--- config.mk ---
export PLATFORM = sky130hd
export DESIGN_NAME = move_executor_flat
export DESIGN_NICKNAME = d
export VERILOG_FILES = /design/src/rtl/move_executor_if.sv /design/src/rtl/move_executor.sv /design/src/flat_wrapper.sv
export SDC_FILE = /design/constraint.sdc
export NUM_CORES = 1
export LEC_CHECK = 0
export CORE_MARGIN = 1
export CORE_UTILIZATION = 41
export DETAILED_ROUTE_END_ITERATION = 8
export GPL_TIMING_DRIVEN = 0
export PLACE_DENSITY = 0.67
export SYNTH_ARGS = -nofsm -noshare
export SYNTH_HDL_FRONTEND = slang
export SYNTH_SLANG_ARGS = --single-unit
--- constraint.sdc ---
create_clock -name clock_i -period 3.8 [get_ports clock_i]
set_clock_uncertainty 0.05 [all_clocks]
set_input_delay 0.76 -clock clock_i [delete_from_list [all_inputs] [get_ports clock_i]]
set_output_delay 0.76 -clock clock_i [all_outputs]
set_load 0.05 [all_outputs]
--- src/rtl/move_executor_if.sv ---
// Move handshake between the move sequencer and the executor, plus the six stepper driver
// outputs (bit order U D F B L R).
interface move_executor_if;
  logic       start_move;
  logic [3:0] next_move;
  logic       move_done;
  logic       busy;
  logic       bad_move;
  logic [5:0] step;
  logic [5:0] dir;
  logic [5:0] motor_en;

  modport master (
    output start_move, next_move,
    input  move_done, busy, bad_move, step, dir, motor_en
  );

  modport slave (
    input  start_move, next_move,
    output move_done, busy, bad_move, step, dir, motor_en
  );
endinterface

--- src/rtl/move_executor.sv ---
// Executes one quarter turn per accepted move code: direction setup, timed step pulses,
// settle, then a single move_done pulse. Illegal codes are flagged and answered at once.
module move_executor #(
  parameter int unsigned STEPS_PER_QUARTER  = 50,
  parameter int unsigned DIR_SETUP_CYCLES   = 100,
  parameter int unsigned STEP_HIGH_CYCLES   = 1000,
  parameter int unsigned STEP_PERIOD_CYCLES = 20000,
  parameter int unsigned SETTLE_CYCLES      = 100000
) (
  input  logic          clock_i,
  input  logic          reset_i,
  move_executor_if.slave mv
);

  localparam int NUM_FACES = 6;
  localparam int CW        = $clog2(STEPS_PER_QUARTER + 1);

  // Timer loads are duration-1 so a phase lasts exactly its cycle count.
  localparam logic [31:0] DIR_T    = 32'(DIR_SETUP_CYCLES - 1);
  localparam logic [31:0] HIGH_T   = 32'(STEP_HIGH_CYCLES - 1);
  localparam logic [31:0] LOW_T    = 32'(STEP_PERIOD_CYCLES - STEP_HIGH_CYCLES - 1);
  localparam logic [31:0] SETTLE_T = 32'(SETTLE_CYCLES - 1);
  localparam logic [CW-1:0] LAST_STEP = CW'(STEPS_PER_QUARTER - 1);

  typedef enum logic [2:0] {
    S_IDLE, S_DIR_SETUP, S_STEP_HIGH, S_STEP_LOW, S_SETTLE, S_REJECT, S_DONE
  } state_t;

  state_t                 state_q;
  logic [31:0]            timer_q;
  logic [CW-1:0]          cnt_q;
  logic [NUM_FACES-1:0]   face_oh_q;
  logic [NUM_FACES-1:0]   step_q;
  logic [NUM_FACES-1:0]   dir_q;
  logic [NUM_FACES-1:0]   en_q;
  logic                   done_q;
  logic                   busy_q;
  logic                   bad_q;

  logic                   legal;
  logic                   cw;
  logic [2:0]             face;
  logic [NUM_FACES-1:0]   face_oh;
  logic                   tmr_zero;

  // 1..6 clockwise, 7..12 counter-clockwise on the same faces, everything else illegal.
  always_comb begin
    legal = 1'b0;
    cw    = 1'b0;
    face  = 3'd0;
    if (mv.next_move >= 4'd1 && mv.next_move <= 4'd6) begin
      legal = 1'b1;
      cw    = 1'b1;
      face  = 3'(mv.next_move - 4'd1);
    end else if (mv.next_move >= 4'd7 && mv.next_move <= 4'd12) begin
      legal = 1'b1;
      face  = 3'(mv.next_move - 4'd7);
    end
  end

  for (genvar g = 0; g < NUM_FACES; g++) begin : g_face
    assign face_oh[g] = (face == 3'(g));
  end

  assign tmr_zero = (timer_q == 32'd0);

  always_ff @(posedge clock_i) begin
    if (reset_i) begin
      state_q   <= S_IDLE;
      timer_q   <= '0;
      cnt_q     <= '0;
      face_oh_q <= '0;
      step_q    <= '0;
      dir_q     <= '0;
      en_q      <= '0;
      done_q    <= 1'b0;
      busy_q    <= 1'b0;
      bad_q     <= 1'b0;
    end else begin
      done_q <= 1'b0;
      bad_q  <= 1'b0;
      case (state_q)
        S_IDLE: begin
          if (mv.start_move) begin
            busy_q <= 1'b1;
            if (legal) begin
              face_oh_q <= face_oh;
              en_q      <= face_oh;
              dir_q     <= cw ? (dir_q | face_oh) : (dir_q & ~face_oh);
              timer_q   <= DIR_T;
              state_q   <= S_DIR_SETUP;
            end else begin
              bad_q   <= 1'b1;
              state_q <= S_REJECT;
            end
          end
        end
        S_DIR_SETUP: begin
          if (tmr_zero) begin
            cnt_q   <= '0;
            step_q  <= face_oh_q;
            timer_q <= HIGH_T;
            state_q <= S_STEP_HIGH;
          end else begin
            timer_q <= timer_q - 32'd1;
          end
        end
        S_STEP_HIGH: begin
          if (tmr_zero) begin
            step_q  <= '0;
            timer_q <= LOW_T;
            state_q <= S_STEP_LOW;
          end else begin
            timer_q <= timer_q - 32'd1;
          end
        end
        S_STEP_LOW: begin
          if (tmr_zero) begin
            cnt_q <= cnt_q + 1'b1;
            if (cnt_q == LAST_STEP) begin
              timer_q <= SETTLE_T;
              state_q <= S_SETTLE;
            end else begin
              step_q  <= face_oh_q;
              timer_q <= HIGH_T;
              state_q <= S_STEP_HIGH;
            end
          end else begin
            timer_q <= timer_q - 32'd1;
          end
        end
        S_SETTLE: begin
          if (tmr_zero) begin
            en_q    <= '0;
            done_q  <= 1'b1;
            state_q <= S_DONE;
          end else begin
            timer_q <= timer_q - 32'd1;
          end
        end
        S_REJECT: begin
          done_q  <= 1'b1;
          state_q <= S_DONE;
        end
        S_DONE: begin
          // start_move here is deliberately dropped; the initiator must wait for IDLE.
          busy_q  <= 1'b0;
          state_q <= S_IDLE;
        end
        default: state_q <= S_IDLE;
      endcase
    end
  end

  assign mv.step      = step_q;
  assign mv.dir       = dir_q;
  assign mv.motor_en  = en_q;
  assign mv.move_done = done_q;
  assign mv.busy      = busy_q;
  assign mv.bad_move  = bad_q;

  a_step_onehot: assert property (@(posedge clock_i) disable iff (reset_i) $onehot0(step_q));
  a_en_onehot:   assert property (@(posedge clock_i) disable iff (reset_i) $onehot0(en_q));
  a_done_single: assert property (@(posedge clock_i) disable iff (reset_i) done_q |=> !done_q);

endmodule

--- src/flat_wrapper.sv ---
// flat-port wrapper written by rule: the top's interface ports become plain ports
module move_executor_flat 
#(
  parameter int unsigned STEPS_PER_QUARTER  = 50,
  parameter int unsigned DIR_SETUP_CYCLES   = 100,
  parameter int unsigned STEP_HIGH_CYCLES   = 1000,
  parameter int unsigned STEP_PERIOD_CYCLES = 20000,
  parameter int unsigned SETTLE_CYCLES      = 100000
)
  (clock_i, reset_i, mv_start_move, mv_next_move, mv_move_done, mv_busy, mv_bad_move, mv_step, mv_dir, mv_motor_en);
  move_executor_if mv_i ();
  input  logic clock_i;
  input  logic reset_i;
  input wire logic [$bits(mv_i.start_move)-1:0] mv_start_move;
  input wire logic [$bits(mv_i.next_move)-1:0] mv_next_move;
  output wire logic [$bits(mv_i.move_done)-1:0] mv_move_done;
  output wire logic [$bits(mv_i.busy)-1:0] mv_busy;
  output wire logic [$bits(mv_i.bad_move)-1:0] mv_bad_move;
  output wire logic [$bits(mv_i.step)-1:0] mv_step;
  output wire logic [$bits(mv_i.dir)-1:0] mv_dir;
  output wire logic [$bits(mv_i.motor_en)-1:0] mv_motor_en;
  assign mv_i.start_move = mv_start_move;
  assign mv_i.next_move = mv_next_move;
  assign mv_move_done = mv_i.move_done;
  assign mv_busy = mv_i.busy;
  assign mv_bad_move = mv_i.bad_move;
  assign mv_step = mv_i.step;
  assign mv_dir = mv_i.dir;
  assign mv_motor_en = mv_i.motor_en;
  move_executor #(.STEPS_PER_QUARTER(STEPS_PER_QUARTER), .DIR_SETUP_CYCLES(DIR_SETUP_CYCLES), .STEP_HIGH_CYCLES(STEP_HIGH_CYCLES), .STEP_PERIOD_CYCLES(STEP_PERIOD_CYCLES), .SETTLE_CYCLES(SETTLE_CYCLES)) u_core (.clock_i(clock_i), .reset_i(reset_i), .mv(mv_i));
endmodule
==> results summary <==
The flow ran to the end, and the final reports show no timing, DRC or antenna violations. The first global-routing pass estimated 16600 µm of wire. The origin of the worst min-delay path is u_core.face_oh_q[1]$_SDFFE_PP0P_.

The placed instance count came out at 586. The critical register-to-register path endpoint is u_core.timer_q[16]$_SDFFE_PP0P_. The number of register bits inferred by synthesis came out at 68. The compound-cell area share of the yosys netlist is 0.238. Of the total synthesized cell area, the portion taken by XOR and XNOR cells is 0.0190.

The most frequent standard cell in the layout excluding fill and tap cells is sky130_fd_sc_hd__dfxtp_1. The cell-internal power is 1.94 mW. The die outline height is 96.9 µm. The initial cell density of the core came out at 0.423. STA classifies the critical path startpoint as an input port.

Of the available clock period, the critical path in the final layout requires 0.924. In this run, synthesis inferred 0 flip-flops with an integrated enable. The worst hold path terminates at u_core.face_oh_q[1]$_SDFFE_PP0P_. The area inside the core boundary came out at 8720 µm².

In this run the tool buffered the top-level ports with 26 buffer cells. Excluding fillers, the count of instances in the completed layout stands at 602. For this block, the initial DRC count from the detailed router was 269. The origin of the critical flop-to-flop path is u_core.timer_q[3]$_SDFFE_PP0P_.

The final routed wire length divided by cell count came out at 16.2 µm. The wire length on met3 came out at 508 µm. The filler cells instantiated in the layout total 831. STA classifies the critical path endpoint as a flop.

The sequential cells in the finished layout cover a total of 1360 µm². The combined area of the multi-input logic cells came out at 2170 µm². The total number of yosys warnings is 0.

The number of clock buffers inserted by TritonCTS came out at 9. The areal power density over the cells is 866 nW/µm². Summed over all nets, the switching power comes to 1.81 mW. The number of antenna violations at the first check in global routing is 0.

The worst ir drop on vdd is 0.395 mV. For this run, the top clock speed supported by timing is 285 MHz. The largest driver fanout on the critical path came out at 10. The hold-critical path depth came out at 2.

The worst setup slack before clock tree synthesis is -419 ps. Headroom to the max-slew limit came out at 0.414. The post-route total power is 3.74 mW.

In the global route stage, overall resource usage came out at 0.214. The slack of the worst reg-to-reg path is 670 ps. The wire length reported by the detailed router is 9780 µm.

Setup violations remaining at the end of the flow were counted as 0. The analysis attributes to cell leakage a power of 1.53 nW. The switching part of the total is 0.483. The net count of the mapped netlist is 466. The detailed route wirelength on metal2 came out at 4480 µm. After synthesis, the largest family of logic cells by area is simple AND/OR/NAND/NOR gates. The HPWL after detailed placement is 6970 µm.

Synthesis handed over a netlist of 452 instances. The classification of the worst-slack hold path is reg -> reg. The die extent in x came out at 96.9 µm. The sequential share of power came out at 0.266.

The count of unresolved DRC violations after routing is 0. Summed over all layers, the global routing overflow is 0. Setup repair after global routing left no endpoint under its margin. After clock tree synthesis, the clock-pin slew on the worst setup and hold paths is 90 ps. The total number of nets in the final design is 503. The final weighted congestion in routability-driven placement came out at 0.830. In the final layout, the share of cells above drive strength 1 is 0.109. After synthesis, the mean cell area works out to 8.17 µm². The sequential share of the synthesized area came out at 0.369. The post-synthesis instance area came out at 3690 µm². The H-tree generated during clock tree synthesis spans 3 levels. 28 I/O pins were placed. The average vias per placed instance is 5.93.

The number of max-slew violations in the final report came out at 0. The number of vias after detailed routing is 3572. The number of nets with antenna violations after routing is 0. The smallest setup slack after layout came out at 290 ps.

Of the total synthesized cell area, the portion taken by AND, OR, NAND and NOR gates is 0.277. In the layout the commonest cells are 68 x sky130_fd_sc_hd__dfxtp_1, 52 x sky130_fd_sc_hd__a21oi_1, 48 x sky130_fd_sc_hd__nor2_1. The number of detailed-route iterations in the first pass came out at 5.

The number of antenna cells inserted is 0. The number of global-route vias before repair came out at 3426. The critical setup path kind is in -> reg. The multiplexer share of the synthesized area came out at 0.0217. The final-report hold violation count came out at 0. The worst reg2reg path depth came out at 7. The worst path required time came out at 4000 ps. The tree is rooted in a sky130_fd_sc_hd__clkbuf_8. The area enclosed by the die boundary came out at 9390 µm². The wire length on met1 came out at 4660 µm. Of the total power, combinational logic draws 0.564. The tool flagged a number of max-cap violations equal to 0. The worst path in the final design needs a cycle of 3510 ps, including I/O delays and setup. The adder-cell area share of the yosys netlist is 0.0237. The highest metal layer carrying signal wires in the routed design is met4. The floorplan row count came out at 34.

Entering global routing, the biggest net connects 15 pins. The most used flip-flop cell after synthesis is sky130_fd_sc_hd__dfxtp_1. The number of clock sinks came out at 68. For the worst-skew pair, the clock arrives at the later sink with an insertion delay of 350 ps. The fraction of registers with async set/reset is 0. The number of unique standard cell types used by synthesis came out at 67.

The utilization of the core after routing came out at 0.496. The arrival time of the worst setup path came out at 3710 ps. The number of hold-repair buffers added at the cts stage is 0. The share of total power dissipated in the clock network is 0.171. For the pin with the worst max-slew slack, the measured transition is 877 ps. The number of buffers between clock root and the deepest sink came out at 2. The signed area change from the synthesized netlist to the final layout came out at 17.1%. Hold is met by 409 ps.

TritonCTS built the clock tree.
[through the flow]
step	instance area, µm²	TNS (ps)
after detailed placement	4090	-2640
after global routing	4330	0
after floorplan	3690	0
final	4330	0
after CTS	4300	0
after global placement	4090	-1860
[what timing repair did]
action / CTS / global route
endpoints found under the setup margin: 1 / 11
gates resized for setup: 1 / 6
hold endpoints to repair: 0 / 0
setup buffers: 0 / 0
[power groups by stage]
stage,registers [mW],clock network (mW),logic [mW]
2_1_floorplan,1.01,0,1.57
3_3_place_gp,1.00,0,2.01
3_5_place_dp,1.01,0,2.06
4_1_cts,0.992,0.642,2.07
5_1_grt,1.02,0.676,2.33
6_report,0.995,0.638,2.11
[worst max path at each step]
| stage | from | end | slack, ps |
|---|---|---|---|
| 4_1_cts | mv_next_move[0] | flop | 60 |
| 3_3_place_gp | mv_next_move[0] | flop | -360 |
| 3_5_place_dp | mv_next_move[0] | flop | -420 |
| 6_report | mv_next_move[0] | u_core.timer_q[1]$_SDFFE_PP0P_ | 290 |
| 5_1_grt | mv_next_move[0] | u_core.timer_q[1]$_SDFFE_PP0P_ | 110 |
| 2_1_floorplan | mv_next_move[0] | flop | 950 |
[kinds of logic after synthesis]
family          count (synthesis)
compound gates                140
flops                          68
buf+inv                        37
mux                             8
xor+xnor                        8
fa+ha+maj                       7
simple gates                  184
[routing by layer]
layer	GRT usage	vias up
met2	0.347	110
li1	-	1745
met1	0.291	1703
met5	0	-
met3	0.0340	14
met4	0.0666	0
[worst max-delay path, stage by stage]
cell                              delay [ps]
sky130_fd_sc_hd__clkdlybuf4s50_1         630
sky130_fd_sc_hd__inv_1                   190
sky130_fd_sc_hd__ha_1                    260
sky130_fd_sc_hd__nor2b_1                 240
sky130_fd_sc_hd__a211oi_1                130
sky130_fd_sc_hd__clkbuf_2                220
sky130_fd_sc_hd__o21ai_0                 540
sky130_fd_sc_hd__nand3_1                 380
sky130_fd_sc_hd__a311oi_1                370
[synthesized netlist by cell type, types with 6 or more instances]
cell type | count | area share
sky130_fd_sc_hd__nor4_1 | 10 | 0.017
sky130_fd_sc_hd__o21ai_0 | 30 | 0.041
sky130_fd_sc_hd__clkbuf_1 | 14 | 0.014
sky130_fd_sc_hd__nand2_1 | 38 | 0.039
sky130_fd_sc_hd__mux2i_1 | 8 | 0.022
sky130_fd_sc_hd__dfxtp_1 | 68 | 0.37
sky130_fd_sc_hd__nor2_1 | 48 | 0.049
sky130_fd_sc_hd__nor3_1 | 10 | 0.014
sky130_fd_sc_hd__nand3_1 | 10 | 0.014
sky130_fd_sc_hd__or3_1 | 11 | 0.019
sky130_fd_sc_hd__a31oi_1 | 6 | 0.010
sky130_fd_sc_hd__nand2b_1 | 6 | 0.010
sky130_fd_sc_hd__ha_1 | 7 | 0.024
sky130_fd_sc_hd__inv_1 | 11 | 0.011
sky130_fd_sc_hd__a21oi_1 | 52 | 0.070
[registers in the layout (all words and copies together), names as in the netlist, named ones only]
| register | count |
|---|---|
| u_core.cnt_q | 6 |
| u_core.face_oh_q | 6 |
| u_core.mv.bad_move | 1 |
| u_core.mv.busy | 1 |
| u_core.mv.motor_en | 6 |
| u_core.mv.move_done | 1 |
| u_core.mv.step | 6 |
| u_core.state_q | 3 |
| u_core.timer_q | 32 |
[area by class of cell]
| class | count | share of cell area |
|---|---|---|
| multi-input cells | 347 | 0.501 |
| inverters | 12 | 0.0104 |
| repair buffers | 26 | 0.0602 |
| well taps | 108 | 0.0312 |
| flip-flops and latches | 68 | 0.315 |
| clock inverters | 7 | 0.0194 |
| plain buffers | 25 | 0.0344 |
| clock buffers | 9 | 0.0286 |
Note: power is estimated with default switching activity, not from simulation.
